## src/rtl/seg_scan_driver_if.sv

```systemverilog
// Signal bundle between the segment-decode stage and the scan driver:
// per-digit patterns and controls in, multiplexed pin drive out.
interface seg_scan_driver_if;
    logic [3:0][6:0] disp;
    logic [2:0]      bright;
    logic            enable;
    logic [6:0]      seg;
    logic [3:0]      an;
    logic            frame_tick;

    modport master (
        output disp, bright, enable,
        input  seg, an, frame_tick
    );

    modport slave (
        input  disp, bright, enable,
        output seg, an, frame_tick
    );
endinterface

```

## src/rtl/seg_scan_driver.sv

```systemverilog
// Four-digit common-anode scan driver: one shared active-low segment bus,
// per-slot blanking gap and 8-level PWM brightness, all outputs registered.
module seg_scan_driver #(
    parameter int unsigned CLK_DIV      = 50000,
    parameter int unsigned BLANK_CYCLES = 500,
    parameter logic [6:0]  SEG_OFF      = 7'h7F
) (
    input  logic             clk,
    input  logic             reset,
    seg_scan_driver_if.slave bus
);

    localparam int unsigned    CW       = $clog2(CLK_DIV);
    localparam logic [CW-1:0]  CNT_LAST = CW'(CLK_DIV - 1);
    localparam logic [CW-1:0]  CNT_ON   = CW'(BLANK_CYCLES);

    logic [CW-1:0] cnt;
    logic [1:0]    idx;
    logic [2:0]    p;
    logic [6:0]    pat;

    logic          slot_end;
    logic          on_phase;
    logic          lit;
    logic [6:0]    seg_d;
    logic [3:0]    an_d;
    logic          tick_d;

    always_comb begin
        slot_end = (cnt == CNT_LAST);
        on_phase = (cnt >= CNT_ON);
        lit      = bus.enable && on_phase && (p <= bus.bright);
        seg_d    = SEG_OFF;
        an_d     = '1;
        tick_d   = bus.enable && slot_end && (idx == 2'd3);
        if (lit) begin
            seg_d = pat;
            an_d  = ~(4'b0001 << idx);
        end
    end

    // p is held at 0 through the blank phase so it reads 0 on the first on-phase cycle
    always_ff @(posedge clk or posedge reset) begin
        if (reset) begin
            cnt <= '0;
            idx <= '0;
            p   <= '0;
            pat <= SEG_OFF;
        end else if (!bus.enable) begin
            cnt <= '0;
            idx <= '0;
            p   <= '0;
        end else begin
            cnt <= slot_end ? '0 : cnt + 1'b1;
            if (slot_end) begin
                idx <= idx + 1'b1;
            end
            p <= on_phase ? p + 1'b1 : '0;
            if (cnt == '0) begin
                pat <= bus.disp[idx];
            end
        end
    end

    always_ff @(posedge clk or posedge reset) begin
        if (reset) begin
            bus.seg        <= SEG_OFF;
            bus.an         <= '1;
            bus.frame_tick <= 1'b0;
        end else begin
            bus.seg        <= seg_d;
            bus.an         <= an_d;
            bus.frame_tick <= tick_d;
        end
    end

endmodule

```

## src/flat_wrapper.sv

```systemverilog
// flat-port wrapper written by rule: the top's interface ports become plain ports
module seg_scan_driver_flat 
#(
    parameter int unsigned CLK_DIV      = 50000,
    parameter int unsigned BLANK_CYCLES = 500,
    parameter logic [6:0]  SEG_OFF      = 7'h7F
)
  (clk, reset, bus_disp, bus_bright, bus_enable, bus_seg, bus_an, bus_frame_tick);
  seg_scan_driver_if bus_i ();
  input  logic clk;
  input  logic reset;
  input wire logic [$bits(bus_i.disp)-1:0] bus_disp;
  input wire logic [$bits(bus_i.bright)-1:0] bus_bright;
  input wire logic [$bits(bus_i.enable)-1:0] bus_enable;
  output wire logic [$bits(bus_i.seg)-1:0] bus_seg;
  output wire logic [$bits(bus_i.an)-1:0] bus_an;
  output wire logic [$bits(bus_i.frame_tick)-1:0] bus_frame_tick;
  assign bus_i.disp = bus_disp;
  assign bus_i.bright = bus_bright;
  assign bus_i.enable = bus_enable;
  assign bus_seg = bus_i.seg;
  assign bus_an = bus_i.an;
  assign bus_frame_tick = bus_i.frame_tick;
  seg_scan_driver #(.CLK_DIV(CLK_DIV), .BLANK_CYCLES(BLANK_CYCLES), .SEG_OFF(SEG_OFF)) u_core (.clk(clk), .reset(reset), .bus(bus_i));
endmodule
```

## config.mk

```make
export PLATFORM = sky130hd
export DESIGN_NAME = seg_scan_driver_flat
export DESIGN_NICKNAME = d
export VERILOG_FILES = /design/src/rtl/seg_scan_driver_if.sv /design/src/rtl/seg_scan_driver.sv /design/src/flat_wrapper.sv
export SDC_FILE = /design/constraint.sdc
export NUM_CORES = 1
export LEC_CHECK = 0
export ABC_AREA = 1
export CORE_ASPECT_RATIO = 1.2
export CORE_UTILIZATION = 45
export CTS_CLUSTER_SIZE = 10
export DETAILED_ROUTE_END_ITERATION = 6
export PLACE_DENSITY = 0.7
export SETUP_SLACK_MARGIN = 0.5
export SKIP_LAST_GASP = 1
export SLEW_MARGIN = 10
export SYNTH_ARGS = -nofsm -noshare
export SYNTH_HDL_FRONTEND = slang
export SYNTH_SLANG_ARGS = --single-unit
```

## constraint.sdc

```tcl
create_clock -name clk -period 1.4 [get_ports clk]
set_clock_uncertainty 0.15 [all_clocks]
set_input_delay 0.35 -clock clk [delete_from_list [all_inputs] [get_ports clk]]
set_output_delay 0.35 -clock clk [all_outputs]
set_load 0.05 [all_outputs]
```

==> results of run 1 <==
logic make-up (layout without fill, tap and decap cells):
kind of cell	count (synthesis)	in the layout	share of synthesized area
adders and majority gates	10	10	0.05414
and+or+nand+nor	184	184	0.3649
xor gates and xnor gates	5	5	0.01895
buffers and inverters	38	138	0.06713
DFF	40	40	0.4429
AOI/OAI and AO/OA	22	22	0.05198
registers in the layout, indices dropped and copies added (netlist names):
register               flops
u_core.bus.an              4
u_core.bus.seg             7
u_core.pat                 7
u_core.cnt                16
u_core.bus.frame_tick      1
u_core.idx                 2
u_core.p                   3
worst max-delay path by stage:
stage | slack (ns) | to | startpoint | cells past startpoint
detailed placement | -0.47 | u_core.bus.seg[6] | bus_bright[2] | 8
global route | -0.13 | u_core.cnt[14] | u_core.cnt[3] | 7
global placement | -0.43 | u_core.bus.seg[6] | bus_bright[2] | 8
finish | -0.09 | bus_seg[6] | u_core.bus.seg[6] | 1
floorplan | 0.06 | u_core.bus.an[2] | u_core.p[2] | 6
CTS | -0.10 | bus_seg[6] | u_core.bus.seg[6] | 1
area by class of cell:
class / instances / area [um^2] / area share
tap: 60 / 75.07 / 0.01908
timing repair buffer: 100 / 1079 / 0.2742
multi-input combinational: 221 / 1510 / 0.3839
clock inverter: 3 / 47.55 / 0.01209
inverter: 30 / 122.6 / 0.03117
clock buffer: 5 / 68.82 / 0.01749
sequential: 40 / 1031 / 0.2621
where the power goes:
part / switching, uW / internal [uW] / leakage, uW
logic: 197 / 218 / 0.00124
registers: 45.7 / 1240 / 0.000485
clock network: 443 / 537 / 0.0000583
metal layers:
metal  up-vias  part of all wire
met2        57              0.57
met1      1153              0.38
li1       1161                 -
met4         0             0.027
met5         -                 0
met3        19             0.025
repair_timing:
item / in CTS / in global routing
resized for setup: 48 / 44
setup endpoints to repair: 52 / 57
buffers inserted: 13 / 6
gates cloned: 1 / 0
pin swaps: 43 / 49
metrics by stage:
step           instances  TNS [ns]  total power [uW]    util  setup WS (ns)
3_3_place_gp         431    -7.903              1613  0.6745        -0.4276
6_report             459    -1.744              2683  0.7964       -0.09060
2_1_floorplan        299         0              1453       -        0.06042
4_1_cts              453    -1.502              2658  0.7538        -0.1024
5_1_grt              459    -4.008              2782  0.7964        -0.1349
3_5_place_dp         431    -9.013              1628  0.6745        -0.4715
cells in the final DEF (no fill, tap or decap), types with 2 or more instances in the layout:
cell             count
nand2_4              6
nand2_8              2
clkinv_4             2
nor2_2               7
ha_4                 5
xor2_2               2
dfrtp_1             16
inv_1               20
o21ai_0             14
nor3_2               2
inv_2                6
nand3_4              3
dfrtp_2              6
nor2_4              16
xor2_1               2
buf_12              15
buf_6               16
nand3_1              2
clkbuf_8             5
nand2_1             51
o21ai_2              2
inv_4                2
nand4_1             21
dfstp_2             18
o21ai_1              2
ha_1                 5
nand3_2              6
dlygate4sd2_1        2
clkdlybuf4s50_1     31
buf_4               36
nand2_2             12
nor2_1              53
==> results.ini, run 1 <==
[logic_synthesis]
synth.top_cells.by_count=69 x nand2_1, 66 x nor2_1, 28 x inv_1, 22 x dfrtp_1, 21 x nand4_1
area_share_of_the_largest_cell_type_after_synthesis=0.2382
synthesized_area_per_cell_um2=7.729
area_of_the_mapped_netlist_um2=2311
post_synth_num_cell_types=29
most_area_consuming_cells_after_synthesis=dfrtp_1 24%, dfstp_2 20%, nand2_1 11%
synth_fp_nets=343
post-synth-top-count-cell=nand2_1
share_of_flip_flops_with_an_asynchronous_set_or_reset_after_synthesis=1.000
synth-main-ff-cell=dfrtp_1
synth-edff-count=0
post-synth-top-area-cell=dfrtp_1
yosysSeqAreaShare=0.4429
synth-seq-cells=40
post_synthesis_cell_count=299
ys_warn_count=0

[drt]
wl_per_cell_um=14.48
remaining_drc_errors=0
drt_wl_total_um=6646
drt_first_iter_violations=156
vias=2390
route.antenna.remaining_nets=0
drt_pass1_iterations=4
drt_via_density=5.207

[final_layout]
fin_area_um2=3934
final_net_count=442
area_overhead_vs_synth_pct=70.22
diodes=0
layout-drive-gt1-share=0.4461
fill_cells=315

[timing]
rsz_0062_raised_after_global_routing=yes
post-route-worst-setup-slack_ns=-0.09060
achievable-frequency_mhz=670.9
timing.final.max_slew_violations=0
final.hold.worst_slack_ns=0.2635
period_share=1.065
finalSetupViolCount=40
final_hold_viol_count=0
min_period_ns=1.491
timing.max_slew.rel_slack=0.8445
tightest_slew_ns=0.2328

[power]
worst_ir_drop_vdd_mv=0.6066
areal_power_density_over_the_cells_nw_per_um2=682.2
total_leakage_power_uw=0.001784

[floorplan]
floorplan.initialDensity=0.4678
area_enclosed_by_the_die_boundary_um2=5427
die_h_um=80.50
floorplan.die.width_um=67.42
row_count=28
io_pins=46
fp.coreArea_um2=4940

[outcome]
result_of_the_run=finished with violations
failing_checks=setup timing

[grt]
grt_max_degree=26
grt_pass1_wl_um=9846
use_met1=0.2590
antenna_found_initial=0
gr-usage-all-layers=0.2442
grt_util_met2=0.4640
groute.layer.met3.usage=0.04403
busiest_layer=met2
first_global_vias=2269
grt.overflow.total=0

[setup_path]
ff2ff_path_depth=7
rrSetupSlack_ns=-0.08
crit_path_end_kind=output pin
critical-path-top-delay-family=flip-flops
criticalPathCategory=reg -> out
rr_startpoint=u_core.cnt[3]
cp_slowest_stage_delay_ns=0.56
cp.required_ns=0.90
worst_setup_path_start_kind=register
arr_time_crit_path_ns=0.99
crit_path_max_fanout=1
cp_num_buf_inv=1
cp_slowest_cell=dfstp_2
critical_path.reg2reg.endpoint=u_core.cnt[14]
cp_cell_sequence=buf_12

[cts]
numClockSinks=40
cts_tree=done
cts.root.buffer_cell=clkbuf_8
clock_tree.buffer_depth=2
cts_made_buffers=5
path_clk_slew_ns=0.09
htreeDepth=2
postCtsHoldBufs=0
clock_latency_ns=0.30

[placement]
placed_area_um2=3332
count_of_input_and_output_buffers=45
post-dp-hpwl_um=4413
gp_congestion=0.8794

[hold_path]
hold_path_class=in -> async

[job]
drv.max_cap_violation_count=0

Note: power is estimated with default switching activity, not from simulation.
==> inputs of run 2 (changes only) <==
--- a/config.mk
+++ b/config.mk
@@ -8,9 +8,8 @@
 export ABC_AREA = 1
 export CORE_ASPECT_RATIO = 1.2
 export CORE_UTILIZATION = 45
-export CTS_CLUSTER_SIZE = 10
 export DETAILED_ROUTE_END_ITERATION = 6
-export PLACE_DENSITY = 0.7
+export PLACE_DENSITY = 0.74
 export SETUP_SLACK_MARGIN = 0.5
 export SKIP_LAST_GASP = 1
 export SLEW_MARGIN = 10
==> run 2 against run 1 <==
The flow still finishes with violations (setup timing). Setup slack got worse by 0.037 ns. Sequential cell count did not move. Hold slack got worse by 0.11 ns. Power fell by 0.94%. Final cell count fell by 2.0%. Routed wire length fell by 2.1%. Combinational power rose by 2%. Non-clock buffer count fell by 9. Largest power group unchanged. Die area did not move. Via count fell by 2.3%. First-iteration DRC count fell by 28%. Global-route usage rose by 1.3 points.
==> results.ini, run 2 (synthesis results as in run 1) <==
[drt]
route.antenna.remaining_nets=0
wl_per_cell_um=14.45
remaining_drc_errors=0
drt_pass1_iterations=4
vias=2336
drt_first_iter_violations=112
drt_via_density=5.191
drt_wl_total_um=6504

[final_layout]
commonest_non_fill_non_tap_cell_in_the_layout=nor2_1
final_net_count=433
area_overhead_vs_synth_pct=66.00
mostFrequentLayoutCells=52 x nor2_1, 51 x nand2_1, 31 x clkdlybuf4s50_1
diodes=0
reg_top3=u_core.cnt (16), u_core.bus.seg (7), u_core.pat (7)
layout-drive-gt1-share=0.4205
largest_register=u_core.cnt
largest_register_ff_count=16

[placement]
post-dp-hpwl_um=4292
post-place-ws_ns=-0.4781
gp_congestion=0.8837
count_of_input_and_output_buffers=45

[cts]
cts.root.buffer_cell=clkbuf_8
cts_made_buffers=5
clock_tree.buffer_depth=2
clock_latency_ns=0.30
numClockSinks=40
cts_tree=done
htreeDepth=2
path_clk_slew_ns=0.08

[setup_path]
crit_path_max_fanout=4
critical-path-top-delay-family=simple AND/OR/NAND/NOR gates
criticalPathCategory=reg -> reg
crit_path_end_kind=register
worst_setup_path_start_kind=register
cp_num_buf_inv=1
cp_slowest_cell=dfrtp_1
rrSetupSlack_ns=-0.13
cp_slowest_stage_delay_ns=0.43
cp.required_ns=1.46
cp_cell_sequence=inv_1 -> nor2_1 -> nand2_1 -> nor2_4 -> nand2_4 -> nor3b_2
arr_time_crit_path_ns=1.59

[timing]
achievable-frequency_mhz=654.7
min_period_ns=1.527
setup_tns_ns=-2.956
post-route-worst-setup-slack_ns=-0.1274
period_share=1.091
tightest_slew_ns=0.3175
timing.final.max_slew_violations=0
rsz_0062_raised_after_global_routing=yes
timing.max_slew.rel_slack=0.7867
final_hold_viol_count=0
finalSetupViolCount=40

[hold_path]
hold_path_class=in -> async

[job]
drv.max_cap_violation_count=0

[floorplan]
row_count=28
area_enclosed_by_the_die_boundary_um2=5427
floorplan.die.width_um=67.42
die_h_um=80.50
floorplan.initialDensity=0.4678
io_pins=46
fp.coreArea_um2=4940

[power]
total_leakage_power_uw=0.001732
areal_power_density_over_the_cells_nw_per_um2=692.9
worst_ir_drop_vdd_mv=0.4720

[outcome]
failing_checks=setup timing
result_of_the_run=finished with violations

[grt]
grt_pass1_wl_um=10200
antenna_found_initial=0
gr-usage-all-layers=0.2575
first_global_vias=2336
grt_max_degree=24
grt.overflow.total=0

-- run 2: report_power, final --
group	internal (uW)	leakage [uW]	switching, uW	total, uW
registers	1240	0.000481	43.6	1290
logic	222	0.00119	202	423
clock network	529	0.0000585	420	949
total	1990	0.00173	665	2660
-- run 2: worst reg2reg max path, cell delays in order (launching register included) --
cell and delay [ns]:
dfrtp_1 0.43, inv_1 0.09, nor2_1 0.16, nand2_1 0.12
nor2_4 0.16, nand2_4 0.12, nor3b_2 0.21
-- run 2: final timing paths --
kind	startpoint	endpoint	depth (start not counted)
setup / recovery	u_core.cnt[6]	u_core.bus.frame_tick	6
hold / removal	reset	u_core.p[1]	2
setup reg to reg	u_core.cnt[6]	u_core.bus.frame_tick	6
hold reg to reg	u_core.pat[3]	u_core.pat[3]	2
max in group asynchronous	reset	u_core.bus.an[1]	3
min in group clk	u_core.pat[3]	u_core.pat[3]	2
-- run 2: what timing repair did --
item	4_1_cts	5_1_grt
buffers inserted	10	4
endpoints found under the setup margin	52	53
resized for setup	50	31
hold buffers	0	0
pin swaps	48	23
cloned	1	0
-- run 2: per-layer routing --
metal | global-route usage | share of wire
met1 | 0.2715 | 0.37
met2 | 0.4700 | 0.58
met3 | 0.05256 | 0.027
met4 | 0.1277 | 0.029
met5 | 0 | 0
-- run 2: cell type report --
type,count,area (um^2)
multi-input combinational,221,1464
clock inverter,3,41.29
clock buffer,5,68.82
fill,297,1104
timing repair buffer,91,1031
tap,60,75.07
inverter,30,122.6
sequential,40,1033
-- run 2: through the flow --
| step | instance area, um^2 | hold WS, ns | power, uW | util | cells |
|---|---|---|---|---|---|
| after global routing | 3836 | 0.1492 | 2766 | 0.7766 | 450 |
| after CTS | 3709 | 0.1467 | 2631 | 0.7508 | 446 |
| after global placement | 3327 | 0.2990 | 1626 | 0.6735 | 427 |
| after detailed placement | 3327 | 0.3075 | 1636 | 0.6735 | 427 |
| after floorplan | 2454 | 0.1721 | 1453 | - | 299 |
| final | 3836 | 0.1573 | 2658 | 0.7766 | 450 |
==> inputs of run 3 (changes only) <==
--- a/config.mk
+++ b/config.mk
@@ -9,7 +9,8 @@
 export CORE_ASPECT_RATIO = 1.2
 export CORE_UTILIZATION = 45
 export DETAILED_ROUTE_END_ITERATION = 6
-export PLACE_DENSITY = 0.74
+export GPL_TIMING_DRIVEN = 0
+export PLACE_DENSITY = 0.71
 export SETUP_SLACK_MARGIN = 0.5
 export SKIP_LAST_GASP = 1
 export SLEW_MARGIN = 10
==> constraint.sdc (replaced) <==
create_clock -name clk -period 1.6 [get_ports clk]
set_clock_uncertainty 0.15 [all_clocks]
set_input_delay 0.4 -clock clk [delete_from_list [all_inputs] [get_ports clk]]
set_output_delay 0.4 -clock clk [all_outputs]
set_load 0.05 [all_outputs]
==> run 3 against run 2 <==
The flow now finishes without violations. Die area did not move. Hold slack got worse by 0.018 ns. Final area fell by 1.5%. Routed wire length rose by 3.3%. Sequential power fell by 13%. Register-to-register slack improved by 0.19 ns. Power fell by 15%. Setup slack improved by 0.19 ns. Clock power fell by 15%. Critical endpoint is now u_core.idx[0]. Largest cell class unchanged. Largest power group unchanged. Highest routed layer unchanged.
==> results.ini, run 3 (synthesis results as in run 1) <==
[final_layout]
mostFrequentLayoutCells=56 x nor2_1, 50 x nand2_1, 28 x buf_4, 28 x clkdlybuf4s50_1
commonest_non_fill_non_tap_cell_in_the_layout=nor2_1
fill_cells=358
final_net_count=438
largest_register=u_core.cnt
reg_top3=u_core.cnt (16), u_core.bus.seg (7), u_core.pat (7)
area_overhead_vs_synth_pct=63.45
layout-drive-gt1-share=0.4253
largest_register_ff_count=16
fin_area_um2=3777
diodes=0

[power]
total_leakage_power_uw=0.001691
areal_power_density_over_the_cells_nw_per_um2=600.2
power.internal_uw=1722
worst_ir_drop_vdd_mv=0.4111
comb_power_share=0.151
share_clk_of_total_power=0.356
power_frac_seq=0.493
p_switching_uw=544.8
swShare=0.2403

[grt]
antenna_found_initial=0
first_global_vias=2237
gr-usage-all-layers=0.2579
grt_max_degree=13
grt_pass1_wl_um=10270
grt.overflow.total=0

[cts]
clock_tree.buffer_depth=2
htreeDepth=2
path_clk_slew_ns=0.08
cts_made_buffers=5
clock_latency_ns=0.29
numClockSinks=40
cts.root.buffer_cell=clkbuf_8
cts_tree=done
postCtsHoldBufs=0

[timing]
final.hold.worst_slack_ns=0.1398
setup_tns_ns=0
achievable-frequency_mhz=651.0
final_hold_viol_count=0
min_period_ns=1.536
period_share=0.9600
post-route-worst-setup-slack_ns=0.06392
rsz_0062_raised_after_global_routing=yes
finalSetupViolCount=0
timing.final.max_slew_violations=0
timing.max_slew.rel_slack=0.6473
tightest_slew_ns=0.5290

[drt]
drt_wl_total_um=6721
drt_pass1_iterations=4
drt_via_density=5.163
vias=2349
remaining_drc_errors=0
route.antenna.remaining_nets=0
wl_per_cell_um=14.77
drt_first_iter_violations=104

[job]
drv.max_cap_violation_count=0

[setup_path]
rr_startpoint=u_core.cnt[1]
arr_time_crit_path_ns=1.57
critical_path.reg2reg.endpoint=u_core.idx[0]
crit_path_end_kind=register
ff2ff_path_depth=7
worst_setup_path_start_kind=register
rrSetupSlack_ns=0.06
crit_path_max_fanout=6
cp.required_ns=1.63
criticalPathCategory=reg -> reg

[floorplan]
area_enclosed_by_the_die_boundary_um2=5427
floorplan.initialDensity=0.4678
io_pins=46
floorplan.die.width_um=67.42
row_count=28
fp.coreArea_um2=4940
die_h_um=80.50

[hold_path]
hold_path_class=in -> async

[placement]
gp_congestion=0.8732
placed_area_um2=3007
post-place-ws_ns=-0.4002
post-dp-hpwl_um=4193
count_of_input_and_output_buffers=45

[outcome]
result_of_the_run=complete, no violations

==> run 3: cell count changes in the layout (fill, tap and decap cells not counted), moves of 3 or more <==
cell | previous run | this run
clkinvlp_4 | 1 | 5
nor2_1 | 52 | 56
nor2_4 | 17 | 13
clkdlybuf4s50_1 | 31 | 28
buf_6 | 10 | 14
buf_8 | 0 | 13
buf_12 | 17 | 2
==> run 3: power by group through the flow <==
| stage | clock (uW) | combinational (uW) | sequential (uW) |
|---|---|---|---|
| after floorplan | 0 | 147 | 1130 |
| after global placement | 0 | 258 | 1130 |
| after detailed placement | 0 | 266 | 1130 |
| after CTS | 821 | 315 | 1120 |
| after global routing | 868 | 374 | 1130 |
| final | 807 | 342 | 1120 |
==> run 3: cell type report <==
type	count	area [um^2]	share of cell area
Tap cell	60	75.07	0.01987
Timing Repair inverter	3	22.52	0.005962
Buffer	8	81.33	0.02153
Clock buffer	6	72.57	0.01921
Inverter	30	130.1	0.03445
Sequential cell	40	1033	0.2736
Timing Repair Buffer	85	877.1	0.2322
Multi-Input combinational cell	221	1450	0.3839
Clock inverter	2	35.03	0.009275
==> run 3: stage by stage <==
| stage | utilization | instances | power, uW |
|---|---|---|---|
| final | 0.7647 | 455 | 2267 |
| after global routing | 0.7647 | 455 | 2368 |
| after CTS | 0.7318 | 447 | 2253 |
| after detailed placement | 0.6087 | 404 | 1400 |
| after global placement | 0.6087 | 404 | 1391 |
| after floorplan | - | 299 | 1274 |
==> run 3: critical path, cell delays in order, from the launching register on <==
cell and delay [ns]:
dfrtp_1 0.42, ha_4 0.17, nand3_4 0.15, nor2_4 0.21
a21oi_4 0.09, buf_6 0.14, nand2_1 0.06, nand2_1 0.05
==> run 3: worst max-delay path by stage <==
| stage | startpoint | end | slack, ns | cells past startpoint |
|---|---|---|---|---|
| floorplan | u_core.p[2] | u_core.bus.an[2] | 0.24 | 6 |
| global placement | bus_enable | u_core.cnt[10] | -0.36 | 5 |
| detailed placement | bus_enable | u_core.cnt[5] | -0.40 | 5 |
| CTS | u_core.bus.seg[1] | bus_seg[1] | 0.06 | 1 |
| global route | u_core.cnt[1] | u_core.idx[0] | 0.02 | 7 |
| finish | u_core.cnt[1] | u_core.idx[0] | 0.06 | 7 |
==> run 3: repair_timing <==
action                     4_1_cts  5_1_grt
cloned                           5        0
buffers inserted                30        8
setup endpoints to repair       92       86
pin swaps                       43       20
resized for setup              155       22
==> run 3: per-layer routing <==
layer / up-vias / track usage / part of all wire
li1: 1149 / - / -
met1: 1137 / 0.2906 / 0.39
met2: 50 / 0.4760 / 0.56
met3: 13 / 0.03977 / 0.032
met4: 0 / 0.09149 / 0.018
met5: - / 0 / 0
